## src/rtl/uart_pkg.sv

```systemverilog
// Shared types and constants for the UART receive buffer controller.
package uart_pkg;

    localparam int unsigned RX_ENTRY_W = 10;

    localparam logic [1:0] TRIG_ONE       = 2'b00;
    localparam logic [1:0] TRIG_QUARTER   = 2'b01;
    localparam logic [1:0] TRIG_HALF      = 2'b10;
    localparam logic [1:0] TRIG_NEAR_FULL = 2'b11;

    typedef enum logic [1:0] {
        TO_IDLE  = 2'b00,
        TO_ARMED = 2'b01,
        TO_FIRED = 2'b10
    } to_state_e;

    typedef struct packed {
        logic       frm_err;
        logic       par_err;
        logic [7:0] data;
    } rx_entry_t;

    function automatic int unsigned trig_level(input logic [1:0] lvl,
                                               input int unsigned depth);
        int unsigned thr;
        case (lvl)
            TRIG_ONE:       thr = 1;
            TRIG_QUARTER:   thr = depth / 4;
            TRIG_HALF:      thr = depth / 2;
            TRIG_NEAR_FULL: thr = depth - 2;
            default:        thr = 1;
        endcase
        return thr;
    endfunction

endpackage

```

## src/rtl/uart_rx_buf_ctrl_if.sv

```systemverilog
// Receiver-side strobes and register-side controls/status of the RX buffer controller.
interface uart_rx_buf_ctrl_if #(
    parameter int unsigned AW = 4
) ();

    logic          baud_tick;
    logic          rx_done;
    logic [7:0]    rx_data;
    logic          par_err;
    logic          frm_err;
    logic          fifo_en;
    logic          fifo_rst;
    logic [1:0]    trig_lvl;
    logic          rd_en;
    logic          ovr_clr;
    logic [7:0]    rd_data;
    logic          rd_perr;
    logic          rd_ferr;
    logic [AW:0]   rx_count;
    logic          rx_empty;
    logic          rx_full;
    logic          overrun;
    logic          rx_trig;
    logic          rx_timeout;
    logic          rx_int;

    modport slave (
        input  baud_tick, rx_done, rx_data, par_err, frm_err,
        input  fifo_en, fifo_rst, trig_lvl, rd_en, ovr_clr,
        output rd_data, rd_perr, rd_ferr, rx_count, rx_empty, rx_full,
        output overrun, rx_trig, rx_timeout, rx_int
    );

    modport master (
        output baud_tick, rx_done, rx_data, par_err, frm_err,
        output fifo_en, fifo_rst, trig_lvl, rd_en, ovr_clr,
        input  rd_data, rd_perr, rd_ferr, rx_count, rx_empty, rx_full,
        input  overrun, rx_trig, rx_timeout, rx_int
    );

endinterface

```

## src/rtl/uart_rx_fifo.sv

```systemverilog
// Register-array FIFO for received entries with a runtime capacity limit (1 or DEPTH).
module uart_rx_fifo
    import uart_pkg::*;
#(
    parameter int unsigned DEPTH = 16,
    parameter int unsigned AW    = 4
) (
    input  logic                  clk,
    input  logic                  rst_n,
    input  logic                  push,
    input  logic [RX_ENTRY_W-1:0] wdata,
    input  logic                  pop,
    input  logic                  clr,
    input  logic [AW:0]           cap,
    output logic [RX_ENTRY_W-1:0] rdata,
    output logic [AW:0]           count,
    output logic                  empty,
    output logic                  full,
    output logic                  push_ok,
    output logic                  pop_ok
);

    logic [RX_ENTRY_W-1:0] mem_q [DEPTH];
    logic [AW-1:0]         wr_ptr_q, wr_ptr_d;
    logic [AW-1:0]         rd_ptr_q, rd_ptr_d;
    logic [AW:0]           count_q, count_d;

    assign empty   = (count_q == '0);
    assign full    = (count_q >= cap);
    assign pop_ok  = pop & ~clr & ~empty;
    // A same-cycle pop frees the slot first, so a push into a full FIFO still lands.
    assign push_ok = push & ~clr & (~full | pop_ok);

    always_comb begin
        wr_ptr_d = wr_ptr_q;
        rd_ptr_d = rd_ptr_q;
        count_d  = count_q;
        if (clr) begin
            wr_ptr_d = '0;
            rd_ptr_d = '0;
            count_d  = '0;
        end else begin
            if (push_ok) wr_ptr_d = wr_ptr_q + AW'(1);
            if (pop_ok)  rd_ptr_d = rd_ptr_q + AW'(1);
            unique case ({push_ok, pop_ok})
                2'b10:   count_d = count_q + (AW+1)'(1);
                2'b01:   count_d = count_q - (AW+1)'(1);
                default: count_d = count_q;
            endcase
        end
    end

    always_ff @(posedge clk or negedge rst_n) begin
        if (!rst_n) begin
            wr_ptr_q <= '0;
            rd_ptr_q <= '0;
            count_q  <= '0;
        end else begin
            wr_ptr_q <= wr_ptr_d;
            rd_ptr_q <= rd_ptr_d;
            count_q  <= count_d;
        end
    end

    always_ff @(posedge clk) begin
        if (push_ok) mem_q[wr_ptr_q] <= wdata;
    end

    assign rdata = empty ? '0 : mem_q[rd_ptr_q];
    assign count = count_q;

endmodule

```

## src/rtl/uart_rx_buf_ctrl.sv

```systemverilog
// UART receive buffer controller: FIFO/holding-register queueing, sticky overrun,
// trigger-level compare and character-timeout interrupt.
module uart_rx_buf_ctrl
    import uart_pkg::*;
#(
    parameter int unsigned DEPTH    = 16,
    parameter int unsigned AW       = 4,
    parameter int unsigned TO_TICKS = 640,
    parameter int unsigned TO_W     = 10
) (
    input  logic              clk,
    input  logic              rst_n,
    uart_rx_buf_ctrl_if.slave bus
);

    logic        fifo_en_q;
    logic        clr;
    logic [AW:0] cap;
    logic [AW:0] count;
    logic [AW:0] trig_thr;
    logic        empty, full, push_ok, pop_ok;
    logic        last_pop;
    rx_entry_t   wentry, rentry;

    logic        overrun_q, overrun_d;
    to_state_e   to_state_q, to_state_d;
    logic [TO_W-1:0] timer_q, timer_d;

    // A mode switch flushes the buffer so a stale DEPTH-deep queue never leaks into 16450 mode.
    assign clr = bus.fifo_rst | (bus.fifo_en ^ fifo_en_q);
    assign cap = bus.fifo_en ? (AW+1)'(DEPTH) : (AW+1)'(1);

    assign wentry = '{frm_err: bus.frm_err, par_err: bus.par_err, data: bus.rx_data};

    uart_rx_fifo #(
        .DEPTH (DEPTH),
        .AW    (AW)
    ) u_fifo (
        .clk     (clk),
        .rst_n   (rst_n),
        .push    (bus.rx_done),
        .wdata   (wentry),
        .pop     (bus.rd_en),
        .clr     (clr),
        .cap     (cap),
        .rdata   (rentry),
        .count   (count),
        .empty   (empty),
        .full    (full),
        .push_ok (push_ok),
        .pop_ok  (pop_ok)
    );

    // Overrun: set has priority over the LSR-read clear.
    always_comb begin
        overrun_d = overrun_q;
        if (bus.rx_done && !clr && !push_ok) begin
            overrun_d = 1'b1;
        end else if (bus.ovr_clr) begin
            overrun_d = 1'b0;
        end
    end

    assign last_pop = pop_ok & ~push_ok & (count == (AW+1)'(1));

    always_comb begin
        to_state_d = to_state_q;
        timer_d    = timer_q;
        if (clr || !bus.fifo_en) begin
            to_state_d = TO_IDLE;
            timer_d    = '0;
        end else begin
            unique case (to_state_q)
                TO_IDLE: begin
                    if (push_ok) begin
                        to_state_d = TO_ARMED;
                        timer_d    = '0;
                    end
                end
                TO_ARMED: begin
                    if (last_pop) begin
                        to_state_d = TO_IDLE;
                        timer_d    = '0;
                    end else if (push_ok || pop_ok) begin
                        timer_d = '0;
                    end else if (bus.baud_tick) begin
                        if (timer_q == TO_W'(TO_TICKS - 1)) begin
                            to_state_d = TO_FIRED;
                            timer_d    = '0;
                        end else begin
                            timer_d = timer_q + TO_W'(1);
                        end
                    end
                end
                TO_FIRED: begin
                    if (last_pop) begin
                        to_state_d = TO_IDLE;
                        timer_d    = '0;
                    end else if (push_ok || pop_ok) begin
                        to_state_d = TO_ARMED;
                        timer_d    = '0;
                    end
                end
                default: begin
                    to_state_d = TO_IDLE;
                    timer_d    = '0;
                end
            endcase
        end
    end

    always_ff @(posedge clk or negedge rst_n) begin
        if (!rst_n) begin
            fifo_en_q  <= 1'b0;
            overrun_q  <= 1'b0;
            to_state_q <= TO_IDLE;
            timer_q    <= '0;
        end else begin
            fifo_en_q  <= bus.fifo_en;
            overrun_q  <= overrun_d;
            to_state_q <= to_state_d;
            timer_q    <= timer_d;
        end
    end

    assign trig_thr = (AW+1)'(trig_level(bus.trig_lvl, DEPTH));

    assign bus.rd_data    = rentry.data;
    assign bus.rd_perr    = rentry.par_err;
    assign bus.rd_ferr    = rentry.frm_err;
    assign bus.rx_count   = count;
    assign bus.rx_empty   = empty;
    assign bus.rx_full    = full;
    assign bus.overrun    = overrun_q;
    assign bus.rx_trig    = bus.fifo_en ? (count >= trig_thr) : ~empty;
    assign bus.rx_timeout = (to_state_q == TO_FIRED);
    assign bus.rx_int     = bus.rx_trig | bus.rx_timeout;

endmodule
```

## src/flat_wrapper.sv

```systemverilog
// flat-port wrapper written by rule: the top's interface ports become plain ports
module uart_rx_buf_ctrl_flat import uart_pkg::*;
#(
    parameter int unsigned DEPTH    = 16,
    parameter int unsigned AW       = 4,
    parameter int unsigned TO_TICKS = 640,
    parameter int unsigned TO_W     = 10
)
  (clk, rst_n, bus_baud_tick, bus_rx_done, bus_rx_data, bus_par_err, bus_frm_err, bus_fifo_en, bus_fifo_rst, bus_trig_lvl, bus_rd_en, bus_ovr_clr, bus_rd_data, bus_rd_perr, bus_rd_ferr, bus_rx_count, bus_rx_empty, bus_rx_full, bus_overrun, bus_rx_trig, bus_rx_timeout, bus_rx_int);
  uart_rx_buf_ctrl_if #(.AW(AW)) bus_i ();
  input  logic clk;
  input  logic rst_n;
  input wire logic [$bits(bus_i.baud_tick)-1:0] bus_baud_tick;
  input wire logic [$bits(bus_i.rx_done)-1:0] bus_rx_done;
  input wire logic [$bits(bus_i.rx_data)-1:0] bus_rx_data;
  input wire logic [$bits(bus_i.par_err)-1:0] bus_par_err;
  input wire logic [$bits(bus_i.frm_err)-1:0] bus_frm_err;
  input wire logic [$bits(bus_i.fifo_en)-1:0] bus_fifo_en;
  input wire logic [$bits(bus_i.fifo_rst)-1:0] bus_fifo_rst;
  input wire logic [$bits(bus_i.trig_lvl)-1:0] bus_trig_lvl;
  input wire logic [$bits(bus_i.rd_en)-1:0] bus_rd_en;
  input wire logic [$bits(bus_i.ovr_clr)-1:0] bus_ovr_clr;
  output wire logic [$bits(bus_i.rd_data)-1:0] bus_rd_data;
  output wire logic [$bits(bus_i.rd_perr)-1:0] bus_rd_perr;
  output wire logic [$bits(bus_i.rd_ferr)-1:0] bus_rd_ferr;
  output wire logic [$bits(bus_i.rx_count)-1:0] bus_rx_count;
  output wire logic [$bits(bus_i.rx_empty)-1:0] bus_rx_empty;
  output wire logic [$bits(bus_i.rx_full)-1:0] bus_rx_full;
  output wire logic [$bits(bus_i.overrun)-1:0] bus_overrun;
  output wire logic [$bits(bus_i.rx_trig)-1:0] bus_rx_trig;
  output wire logic [$bits(bus_i.rx_timeout)-1:0] bus_rx_timeout;
  output wire logic [$bits(bus_i.rx_int)-1:0] bus_rx_int;
  assign bus_i.baud_tick = bus_baud_tick;
  assign bus_i.rx_done = bus_rx_done;
  assign bus_i.rx_data = bus_rx_data;
  assign bus_i.par_err = bus_par_err;
  assign bus_i.frm_err = bus_frm_err;
  assign bus_i.fifo_en = bus_fifo_en;
  assign bus_i.fifo_rst = bus_fifo_rst;
  assign bus_i.trig_lvl = bus_trig_lvl;
  assign bus_i.rd_en = bus_rd_en;
  assign bus_i.ovr_clr = bus_ovr_clr;
  assign bus_rd_data = bus_i.rd_data;
  assign bus_rd_perr = bus_i.rd_perr;
  assign bus_rd_ferr = bus_i.rd_ferr;
  assign bus_rx_count = bus_i.rx_count;
  assign bus_rx_empty = bus_i.rx_empty;
  assign bus_rx_full = bus_i.rx_full;
  assign bus_overrun = bus_i.overrun;
  assign bus_rx_trig = bus_i.rx_trig;
  assign bus_rx_timeout = bus_i.rx_timeout;
  assign bus_rx_int = bus_i.rx_int;
  uart_rx_buf_ctrl #(.DEPTH(DEPTH), .AW(AW), .TO_TICKS(TO_TICKS), .TO_W(TO_W)) u_core (.clk(clk), .rst_n(rst_n), .bus(bus_i));
endmodule
```

## config.mk

```make
export PLATFORM = sky130hd
export DESIGN_NAME = uart_rx_buf_ctrl_flat
export DESIGN_NICKNAME = d
export VERILOG_FILES = /design/src/rtl/uart_pkg.sv /design/src/rtl/uart_rx_buf_ctrl_if.sv /design/src/rtl/uart_rx_fifo.sv /design/src/rtl/uart_rx_buf_ctrl.sv /design/src/flat_wrapper.sv
export SDC_FILE = /design/constraint.sdc
export NUM_CORES = 1
export LEC_CHECK = 0
export CORE_UTILIZATION = 40
export DETAILED_ROUTE_END_ITERATION = 10
export PLACE_DENSITY_LB_ADDON = 0.3
export SLEW_MARGIN = 20
export SYNTH_ARGS = -nofsm -noshare
export SYNTH_HDL_FRONTEND = slang
export SYNTH_SLANG_ARGS = --single-unit
```

## constraint.sdc

```tcl
create_clock -name clk -period 4.7 [get_ports clk]
set_clock_uncertainty 0.1 [all_clocks]
set_input_delay 1.175 -clock clk [delete_from_list [all_inputs] [get_ports clk]]
set_output_delay 1.175 -clock clk [all_outputs]
set_load 0.02 [all_outputs]
```

=== After elaboration in Yosys (flattened, before gate mapping) ===
Memories as Yosys holds them, arrays and structs flattened.
Index checks and enable logic that the tools add are counted.

* Bits in registers: 27
* Bits in writable memories: 160
* Logic and storage cells: 92
* Output and inout bits: 21
* Bits of input ports: 20
* Memories kept: 1

{| class="wikitable"
|+ Memory list
! memory !! depth !! bits a word !! rd ports !! clocked after Yosys merged registers in !! write ports !! line !! source
|-
| u_core.u_fifo.mem_q || 16 || 10 || 1 || 0 || 1 || uart_rx_fifo.sv:23 || <nowiki>logic [RX_ENTRY_W-1:0] mem_q [DEPTH];</nowiki>
|}

* $add $sub $neg: 5
* Equality and inequality tests: 15
* Muxes and demuxes: 32
* Reduce and logical (&&, ||, !) cells: 16
* Order comparisons: 2
* Bitwise operators: 14

{| class="wikitable"
|+ Operators with widths
! kind !! number
|-
| 10-bit 2-to-1 mux || 9
|-
| 10-bit case mux with 3 select lines || 1
|-
| 5-bit case mux with 4 select lines || 1
|-
| 2-bit 2-to-1 mux || 8
|-
| 4-bit 2-to-1 mux || 4
|-
| 10-bit by 1-bit adder with 10-bit output (second input constant) || 1
|-
| 10-bit equality test (second input constant) || 1
|-
| 5-bit >= comparator || 2
|-
| 5-bit 2-to-1 mux || 2
|-
| 5-bit case mux with 2 select lines || 1
|-
| 4-bit by 1-bit adder with 4-bit output (second input constant) || 2
|-
| 2-bit equality test (second input constant) || 4
|-
| 4-bit by 2-bit inequality test with 1-bit output (second input constant) || 2
|-
| 1-bit AND || 6
|-
| 2-bit by 1-bit equality test with 1-bit output (second input constant) || 3
|-
| 2-bit case mux with 3 select lines || 1
|-
| 2-bit nonzero test || 3
|-
| 5-bit by 1-bit adder with 5-bit output (second input constant) || 1
|-
| 5-bit by 1-bit equality test with 1-bit output (second input constant) || 1
|-
| 5-bit zero test || 1
|-
| 1-bit 2-to-1 mux || 5
|-
| 5-bit by 2-bit inequality test with 1-bit output (second input constant) || 1
|-
| 5-bit AND reduction || 1
|-
| 5-bit by 1-bit subtractor with 5-bit output (second input constant) || 1
|-
| 12 further kinds || 22
|}

=== Logic depth before layout (Yosys ltp) ===
Gate-level depths: netlist of the first run.

* Depth after elaboration: 13
* Mapped depth: 13
* Depth with buffers taken out: 12

=== By module ===
From an unflattened synthesis of the first run, not the netlist that was laid out.

* Cells, all modules: 490
* Area total of the unflattened synthesis: 8285.4 µm²

{| class="wikitable"
|+ Modules (own cells, without submodules)
! module !! cells each !! area each (µm²) !! sequential area each (µm²) !! times used
|-
| uart_rx_fifo || 381 || 7280.7 || 5129.9 || 1
|-
| uart_rx_buf_ctrl || 109 || 1004.7 || 350.3 || 1
|}

=== Worst setup path after synthesis of the first run ===
No wires, ideal clock.

* Path kind: input port to flip-flop
* From: input bus_fifo_en
* To: memory u_core.u_fifo.mem_q[0][0], enable pin
* Path buffers: 1
* Data required time: 4196 ps
* Setup time: 404 ps
* Data arrival time: 3587 ps
* Path slack: 609 ps
* Stages on the path: 8
* Path through: inv_1 ha_1 or4b_1 o221ai_1 and3_1 buf_2 inv_2 nor4_1

* Cells in the longest elaborated chain, start to end: 9

{| class="wikitable"
|+ RTL lines
! element !! line !! source
|-
| from (decl) || flat_wrapper.sv:18 || <nowiki>input wire logic [$bits(bus_i.fifo_en)-1:0] bus_fifo_en;</nowiki>
|-
| branches (longest 6 deep; another with 5-bit >= comparator) || - ||
|-
| 1-bit AND (*) || uart_rx_fifo.sv:32 || <nowiki>assign push_ok = push & ~clr & (~full | pop_ok);</nowiki>
|-
| 1-bit 2-to-1 mux (*) || uart_rx_fifo.sv:66 || <nowiki>if (push_ok) mem_q[wr_ptr_q] <= wdata;</nowiki>
|-
| 1-bit 2-to-1 mux (not written as such) (*) || uart_rx_fifo.sv:66 ||
|-
| to (decl) || uart_rx_fifo.sv:23 ||
|}

Mark *: on every way between the ends.

=== Final worst setup path of the first run ===
* From: input bus_fifo_en
* To: output bus_rx_full

* Cells in the longest elaborated chain, start to end: 2

{| class="wikitable"
|+ RTL lines
! element !! line !! source
|-
| 5-bit 2-to-1 mux || uart_rx_buf_ctrl.sv:31 || <nowiki>assign cap = bus.fifo_en ? (AW+1)'(DEPTH) : (AW+1)'(1);</nowiki>
|-
| 5-bit >= comparator || uart_rx_fifo.sv:29 || <nowiki>assign full = (count_q >= cap);</nowiki>
|-
| to (decl) || flat_wrapper.sv:28 || <nowiki>output wire logic [$bits(bus_i.rx_full)-1:0] bus_rx_full;</nowiki>
|}

No other way between the ends.

==> metrics, run 1 <==
result of the run finished, final reports clean; Post-synth EDFFs 160; # IOs 41; setup fix buffers added after clock tree synthesis 0; top_reg_cell synth sky130_fd_sc_hd__edfxtp_1; kind of launch point of the worst setup path input pin; peak fanout along the critical path 3; via density per instance 5.42; slowest cell on the critical path sky130_fd_sc_hd__or4b_1; count of final setup violators 0; global route overflow 0; total of warnings raised by yosys 0; GP Congestion 0.901; total CTS buffers 17; number of global-route vias before repair 4633; Initial Util 0.412; clock root buffer sky130_fd_sc_hd__clkbuf_16; maximum number of pins on one net before global-route repair 29; 1st-iter DRT viols 342; Crit. path cell count 6; CP Class input pin to primary output; Min Clock Period, post-route 4.59 ns; ratio of cells with drive above 1 in the final layout 0.244; cell breakdown of the critical path clkdlybuf4s50_1 -> inv_1 -> ha_1 -> or4b_1 -> o21a_1 -> clkdlybuf4s50_1; number of cells on the worst hold path 1; Setup Slack @ Placement -0.254 ns; crit path capture type primary output; DP HPWL 11100 um; PnR Total Power 3370 uW; final count of hold timing violations 0; post-synthesis average cell area 17.0 um2; share of synthesized area occupied by flip-flops and latches 0.674; Vias 4480; cell area after technology mapping 8130 um2; most repeated library cell on the critical path sky130_fd_sc_hd__clkdlybuf4s50_1; maximum frequency from static timing analysis 0.218 GHz; clock tree from TritonCTS yes; floorplan core area 19700 um2; RSZ-0062 raised after global routing no; overall die area 20900 um2; count of input and output buffers 40; largest stage delay on the critical path 0.54 ns; ant diodes 0; level count of the clock H-tree 4; die height 145 um; initial antenna violation count 0; final wirelength 16800 um; Post-DRT Antenna Nets 0; final core occ 0.491; final slew viol count 0; insertion delay to the later sink of the worst-skew pair 0.44 ns; final cycle utilization of the critical path 0.976; Synth async-reset ratio 0.144; hold buffers post-CTS 0; minimum setup slack in the final design 0.111 ns; overall fraction of global-route tracks in use 0.177; WP data required 3.42 ns; detailed-router iteration count before antenna repair 4; final-stage net count 586; Crit path arrival time 3.31 ns; CP delay by family, top buffers and inverters; number of buffers between clock root and the deepest sink 2; CTS clk-pin slew, worst paths 0.07 ns; Gate Count Post-Synth 477; peak ir drop on the vdd network 0.000261 V; standby leakage power 0.00322 uW; number of core rows 51; DR DRC count 0; die outline width 145 um; syn_nets 514; synthesized flop and latch total 187; max capacitance violation total 0; Total Neg Setup Slack 0 ns; fillcell total 1610; Worst Reg2Reg Path Length in Cells 12; slew at the pin closest to its max-slew limit 0.863 ns; layout-stage area growth over the synthesis result 19.2%; clock sinks 187; detailed-route wire length per cell 20.4 um; count of unique library cells instantiated by Yosys 61; count of buffering cells on the critical path with inverters included 3; wire length of the first global-routing pass 26300 um; kind of path behind the tightest hold check register to register; Worst slew margin 0.425; power density normalized to cell area 348 nW/um2
## logic make-up (layout without fill, tap and decap cells)
logic type      Yosys count  in the layout  synth area share
compound gates           55             55            0.0479
xor+xnor                  5              5           0.00539
fa+ha+maj                17             17            0.0262
buf+inv                  42            127            0.0212
flops                   187            187             0.674
mux                      55             55             0.145
simple gates            116            116            0.0799
## report_power, final
part,switching [uW],total (uW),internal (uW)
sequential,4.32,1810,1810
clock,667,1430,762
combinational,75.3,132,56.9
total,746,3370,2620
## registers in the layout (all words and copies together) (netlist names)
| name | flops |
|---|---|
| u_core.u_fifo.mem_q | 160 |
| u_core.to_state_q | 2 |
| u_core.bus.overrun | 1 |
| u_core.timer_q | 10 |
| u_core.fifo_en_q | 1 |
| u_core.u_fifo.count | 5 |
| u_core.u_fifo.wr_ptr_q | 4 |
| u_core.u_fifo.rd_ptr_q | 4 |
## synthesized netlist by cell type (6+ instances only)
master                       n  share of area
sky130_fd_sc_hd__mux4_2     50           0.14
sky130_fd_sc_hd__inv_1      20         0.0092
sky130_fd_sc_hd__nand4_1     6         0.0046
sky130_fd_sc_hd__nand3_1    12         0.0074
sky130_fd_sc_hd__buf_2       7         0.0043
sky130_fd_sc_hd__nor2_1     20         0.0092
sky130_fd_sc_hd__dfrtp_1    27          0.083
sky130_fd_sc_hd__o21ai_0    13         0.0080
sky130_fd_sc_hd__and2_1     18          0.014
sky130_fd_sc_hd__a21oi_1     6         0.0037
sky130_fd_sc_hd__clkbuf_1   11         0.0051
sky130_fd_sc_hd__edfxtp_1  160           0.59
sky130_fd_sc_hd__nand2_1    20         0.0092
sky130_fd_sc_hd__ha_1       17          0.026
## metrics by stage
step	std cells	area, um2	hold slack [ns]
CTS	827	9670	0.427
detailed placement	795	9070	0.417
global route	827	9680	0.464
global placement	795	9070	0.410
finish	827	9680	0.431
floorplan	477	8130	0.374
## repair_timing
item	in CTS	in global routing
resized for setup	4	5
gates cloned	0	0
setup endpoints to repair	2	2
pin swaps	0	0
## worst reg2reg max path, stage by stage (launching register included)
cell and delay (ns):
sky130_fd_sc_hd__dfrtp_1 0.47, sky130_fd_sc_hd__inv_1 0.19, sky130_fd_sc_hd__ha_1 0.23, sky130_fd_sc_hd__nand2_4 0.15
sky130_fd_sc_hd__inv_4 0.11, sky130_fd_sc_hd__o221ai_1 0.16, sky130_fd_sc_hd__and3_1 0.24, sky130_fd_sc_hd__inv_2 0.17
sky130_fd_sc_hd__ha_1 0.29, sky130_fd_sc_hd__o211ai_2 0.19, sky130_fd_sc_hd__a21oi_1 0.58, sky130_fd_sc_hd__o21a_1 0.29
sky130_fd_sc_hd__mux2_2 0.35
## layout make-up
class | count | area, um2 | area share
Clock buffer | 18 | 429 | 0.0443
Clock inverter | 14 | 170 | 0.0176
Inverter | 22 | 85.1 | 0.00879
Multi-Input combinational cell | 248 | 2520 | 0.260
Sequential cell | 187 | 5480 | 0.566
Tap cell | 265 | 332 | 0.0342
Timing Repair Buffer | 73 | 668 | 0.0690
## placed cells by master (no fill, tap or decap), types with 12 or more instances in the layout
cell                              count
sky130_fd_sc_hd__edfxtp_1           160
sky130_fd_sc_hd__inv_1               20
sky130_fd_sc_hd__ha_1                17
sky130_fd_sc_hd__buf_4               31
sky130_fd_sc_hd__o21ai_0             13
sky130_fd_sc_hd__nor2_1              20
sky130_fd_sc_hd__clkbuf_16           17
sky130_fd_sc_hd__dfrtp_1             26
sky130_fd_sc_hd__nand2_1             20
sky130_fd_sc_hd__nand3_1             12
sky130_fd_sc_hd__mux4_2              50
sky130_fd_sc_hd__and2_1              18
sky130_fd_sc_hd__clkdlybuf4s50_1     38
## worst paths after layout
path,startpoint,endpoint,slack [ns]
setup / recovery,bus_fifo_en,bus_rx_full,0.11
hold / removal,u_core.timer_q[8]$_DFFE_PN0P_,u_core.timer_q[8]$_DFFE_PN0P_,0.43
setup reg to reg,u_core.u_fifo.count[0]$_DFFE_PN0P_,u_core.timer_q[0]$_DFFE_PN0P_,1.08
hold reg to reg,u_core.timer_q[8]$_DFFE_PN0P_,u_core.timer_q[8]$_DFFE_PN0P_,0.43
max in group asynchronous,rst_n,u_core.timer_q[6]$_DFFE_PN0P_,3.21
min in group asynchronous,rst_n,u_core.bus.overrun$_DFFE_PN0P_,1.01
## metal layers
metal	share of wire	global-route usage	up-vias
li1	-	-	2051
met1	0.40	0.219	2306
met2	0.53	0.307	110
met3	0.062	0.0351	13
met4	0.0099	0.0665	0
met5	0	0	-
(Power assumes the default switching activity.)
==> run 2, diff against run 1 <==
--- a/config.mk
+++ b/config.mk
@@ -7,8 +7,8 @@
 export LEC_CHECK = 0
 export CORE_UTILIZATION = 40
 export DETAILED_ROUTE_END_ITERATION = 10
+export DONT_BUFFER_PORTS = 1
 export PLACE_DENSITY_LB_ADDON = 0.3
-export SLEW_MARGIN = 20
 export SYNTH_ARGS = -nofsm -noshare
 export SYNTH_HDL_FRONTEND = slang
 export SYNTH_SLANG_ARGS = --single-unit
==> run 2 against run 1 <==
Net effect:
- sequential share of layout area rose by 4.0 points
- first-iteration DRC count fell by 12%
- critical path depth rose by 1
- register-to-register slack got worse by 0.25 ns
- flip-flop and latch count did not move
- global-route usage fell by 0.30 points
- critical endpoint is now bus_rx_int
- setup slack improved by 0.43 ns
- die area did not move
- power fell by 4.3%
- design area fell by 6.6%
- largest cell class unchanged
- via count fell by 3.5%
- final cell count fell by 7.6%
==> metrics, run 2 (synthesis results as in run 1) <==
worst reg2reg setup slack 0.83 ns (-0.25 ns); CTS clk-pin slew, worst paths 0.07 ns (about the same); ratio of cells with drive above 1 in the final layout 0.222 (-0.0213); count of final setup violators 0 (unchanged); Worst slew margin 0.174 (-0.251); level count of the clock H-tree 4 (unchanged); power density normalized to cell area 357 nW/um2 (+2.5%); cell breakdown of the critical path inv_1 -> ha_1 -> nand2b_1 -> a21o_1 -> a21o_1 -> a2111oi_0 -> o21ai_0; DR DRC count 0 (unchanged); Total Neg Setup Slack 0 ns (unchanged); total CTS buffers 17 (unchanged); clock root buffer sky130_fd_sc_hd__clkbuf_16; max capacitance violation total 0 (unchanged); PostCTS Resize Cnt 0 (-4); wire length of the first global-routing pass 26000 um (-0.92%); final-stage net count 525 (-10%); peak ir drop on the vdd network 0.000231 V (-12%); Crit path arrival time 2.88 ns (-0.43 ns); peak fanout along the critical path 7 (+4); clock tree from TritonCTS yes; detailed-router iteration count before antenna repair 5 (+1); register name with the most flops u_core.u_fifo.mem_q; via density per instance 5.66 (+4.5%); Post-DRT Antenna Nets 0 (unchanged); layout-stage area growth over the synthesis result 11.3%; kind of path behind the tightest hold check input pin to asynchronous set/reset pin; global route overflow 0 (unchanged); result of the run finished, final reports clean; die outline width 145 um (unchanged); overall die area 20900 um2 (unchanged); number of global-route vias before repair 4345 (-6.2%); Vias 4324 (-3.5%); most common library cell in the layout ignoring fill and taps sky130_fd_sc_hd__edfxtp_1; fillcell total 1671 (+3.8%); WP data required 3.42 ns (about the same); slowest cell on the critical path sky130_fd_sc_hd__dfrtp_1; CP Class register to primary output; initial antenna violation count 0 (unchanged); final wirelength 16800 um (about the same); standby leakage power 0.00293 uW (-9.2%); detailed-route wire length per cell 22.0 um (+8.2%); DP HPWL 11200 um (+1.1%); number of buffers between clock root and the deepest sink 2 (unchanged); clock sinks 187 (unchanged); 1st-iter DRT viols 301 (-12%); Worst Reg2Reg Path Length in Cells 12 (unchanged); final cycle utilization of the critical path 0.884 (-0.0920); RSZ-0062 raised after global routing no; final count of hold timing violations 0 (unchanged); hold buffers post-CTS 0 (unchanged); count of input and output buffers 0 (-100%); final slew viol count 0 (unchanged); insertion delay to the later sink of the worst-skew pair 0.42 ns (-0.02 ns); capturing point of the worst reg2reg path u_core.timer_q[0]$_DFFE_PN0P_; kind of launch point of the worst setup path register; overall fraction of global-route tracks in use 0.174 (-0.00305); maximum frequency from static timing analysis 0.241 GHz (+10%); Initial Util 0.412 (unchanged); die height 145 um (unchanged); crit path capture type primary output; Min Clock Period, post-route 4.16 ns (-0.433 ns); flip-flop count of the largest register, all copies and words added 160 (unchanged); slew at the pin closest to its max-slew limit 1.23 ns (+0.366 ns); worst hold slack 0.338 ns (-0.0931 ns); most repeated library cell on the critical path sky130_fd_sc_hd__a21o_1; floorplan core area 19700 um2 (unchanged); ant diodes 0 (unchanged); top library cells by usage in the layout, fill and taps aside 160 x sky130_fd_sc_hd__edfxtp_1, 50 x sky130_fd_sc_hd__mux4_2, 25 x sky130_fd_sc_hd__dfrtp_1; # IOs 41 (unchanged); setup fix buffers added after clock tree synthesis 0 (unchanged); largest stage delay on the critical path 0.60 ns (+0.06 ns); worst reg2reg startpoint u_core.u_fifo.count[0]$_DFFE_PN0P_; maximum number of pins on one net before global-route repair 32 (+10%); GP Congestion 0.929 (+3.1%); number of core rows 51 (unchanged)
-- run 2: cell types whose count changed in the layout (fill, tap and decap cells not counted), sizes merged --
cell and change:
clkbuf -1, clkinv +1, inv -4, clkinvlp +1, clkdlybuf4s15 -1, clkdlybuf4s50 -38, buf -21
-- run 2: worst max path at each step --
stage / slack, ns / start / end
final: 0.54 / u_core.u_fifo.count[0]$_DFFE_PN0P_ / bus_rx_int
after detailed placement: 0.52 / bus_fifo_en / u_core.timer_q[0]$_DFFE_PN0P_
after floorplan: 0.61 / bus_fifo_en / u_core.u_fifo.mem_q[0][0]$_DFFE_PP_
after global routing: 0.34 / u_core.u_fifo.count[0]$_DFFE_PN0P_ / bus_rx_int
after CTS: 0.46 / u_core.u_fifo.count[0]$_DFFE_PN0P_ / bus_rx_int
after global placement: 0.58 / bus_trig_lvl[0] / bus_rx_int
-- run 2: worst max-delay path: cells and delay by family (launching register included) --
kind / cells / cell delay, ns
adders and majority gates: 1 / 0.32
DFF: 1 / 0.60
buffers and inverters: 1 / 0.19
AOI/OAI and AO/OA: 4 / 1.22
and+or+nand+nor: 1 / 0.14
-- run 2: cell type report --
class                      instances  area (um2)  share of cell area
clock buffer                      18         429              0.0474
clock inverter                    12         116              0.0129
tap                              265         332              0.0367
sequential                       187        5480               0.606
timing repair buffer              12         103              0.0113
multi-input combinational        248        2500               0.276
inverter                          22        85.1             0.00941
-- run 2: stage by stage --
step | util | power, uW | worst slack (ns) | instance area, um2 | instances
floorplan | - | 1910 | 0.609 | 8130 | 477
global placement | 0.431 | 1920 | 0.583 | 8500 | 734
detailed placement | 0.431 | 1920 | 0.515 | 8500 | 734
CTS | 0.459 | 3250 | 0.461 | 9040 | 764
global route | 0.459 | 3310 | 0.338 | 9040 | 764
finish | 0.459 | 3230 | 0.544 | 9040 | 764
-- run 2: power by group --
group | internal [uW] | switching, uW | leakage [uW]
Clock | 731 | 610 | 0.000260
Sequential | 1810 | 6.01 | 0.00181
Combinational | 28.3 | 43.9 | 0.000856
Total | 2570 | 660 | 0.00293
-- run 2: routing by layer --
layer,track usage,up-vias,share of wire
li1,-,1914,-
met1,0.246,2230,0.45
met2,0.269,166,0.48
met3,0.0450,14,0.064
met4,0.0421,0,0.011
met5,0,-,0
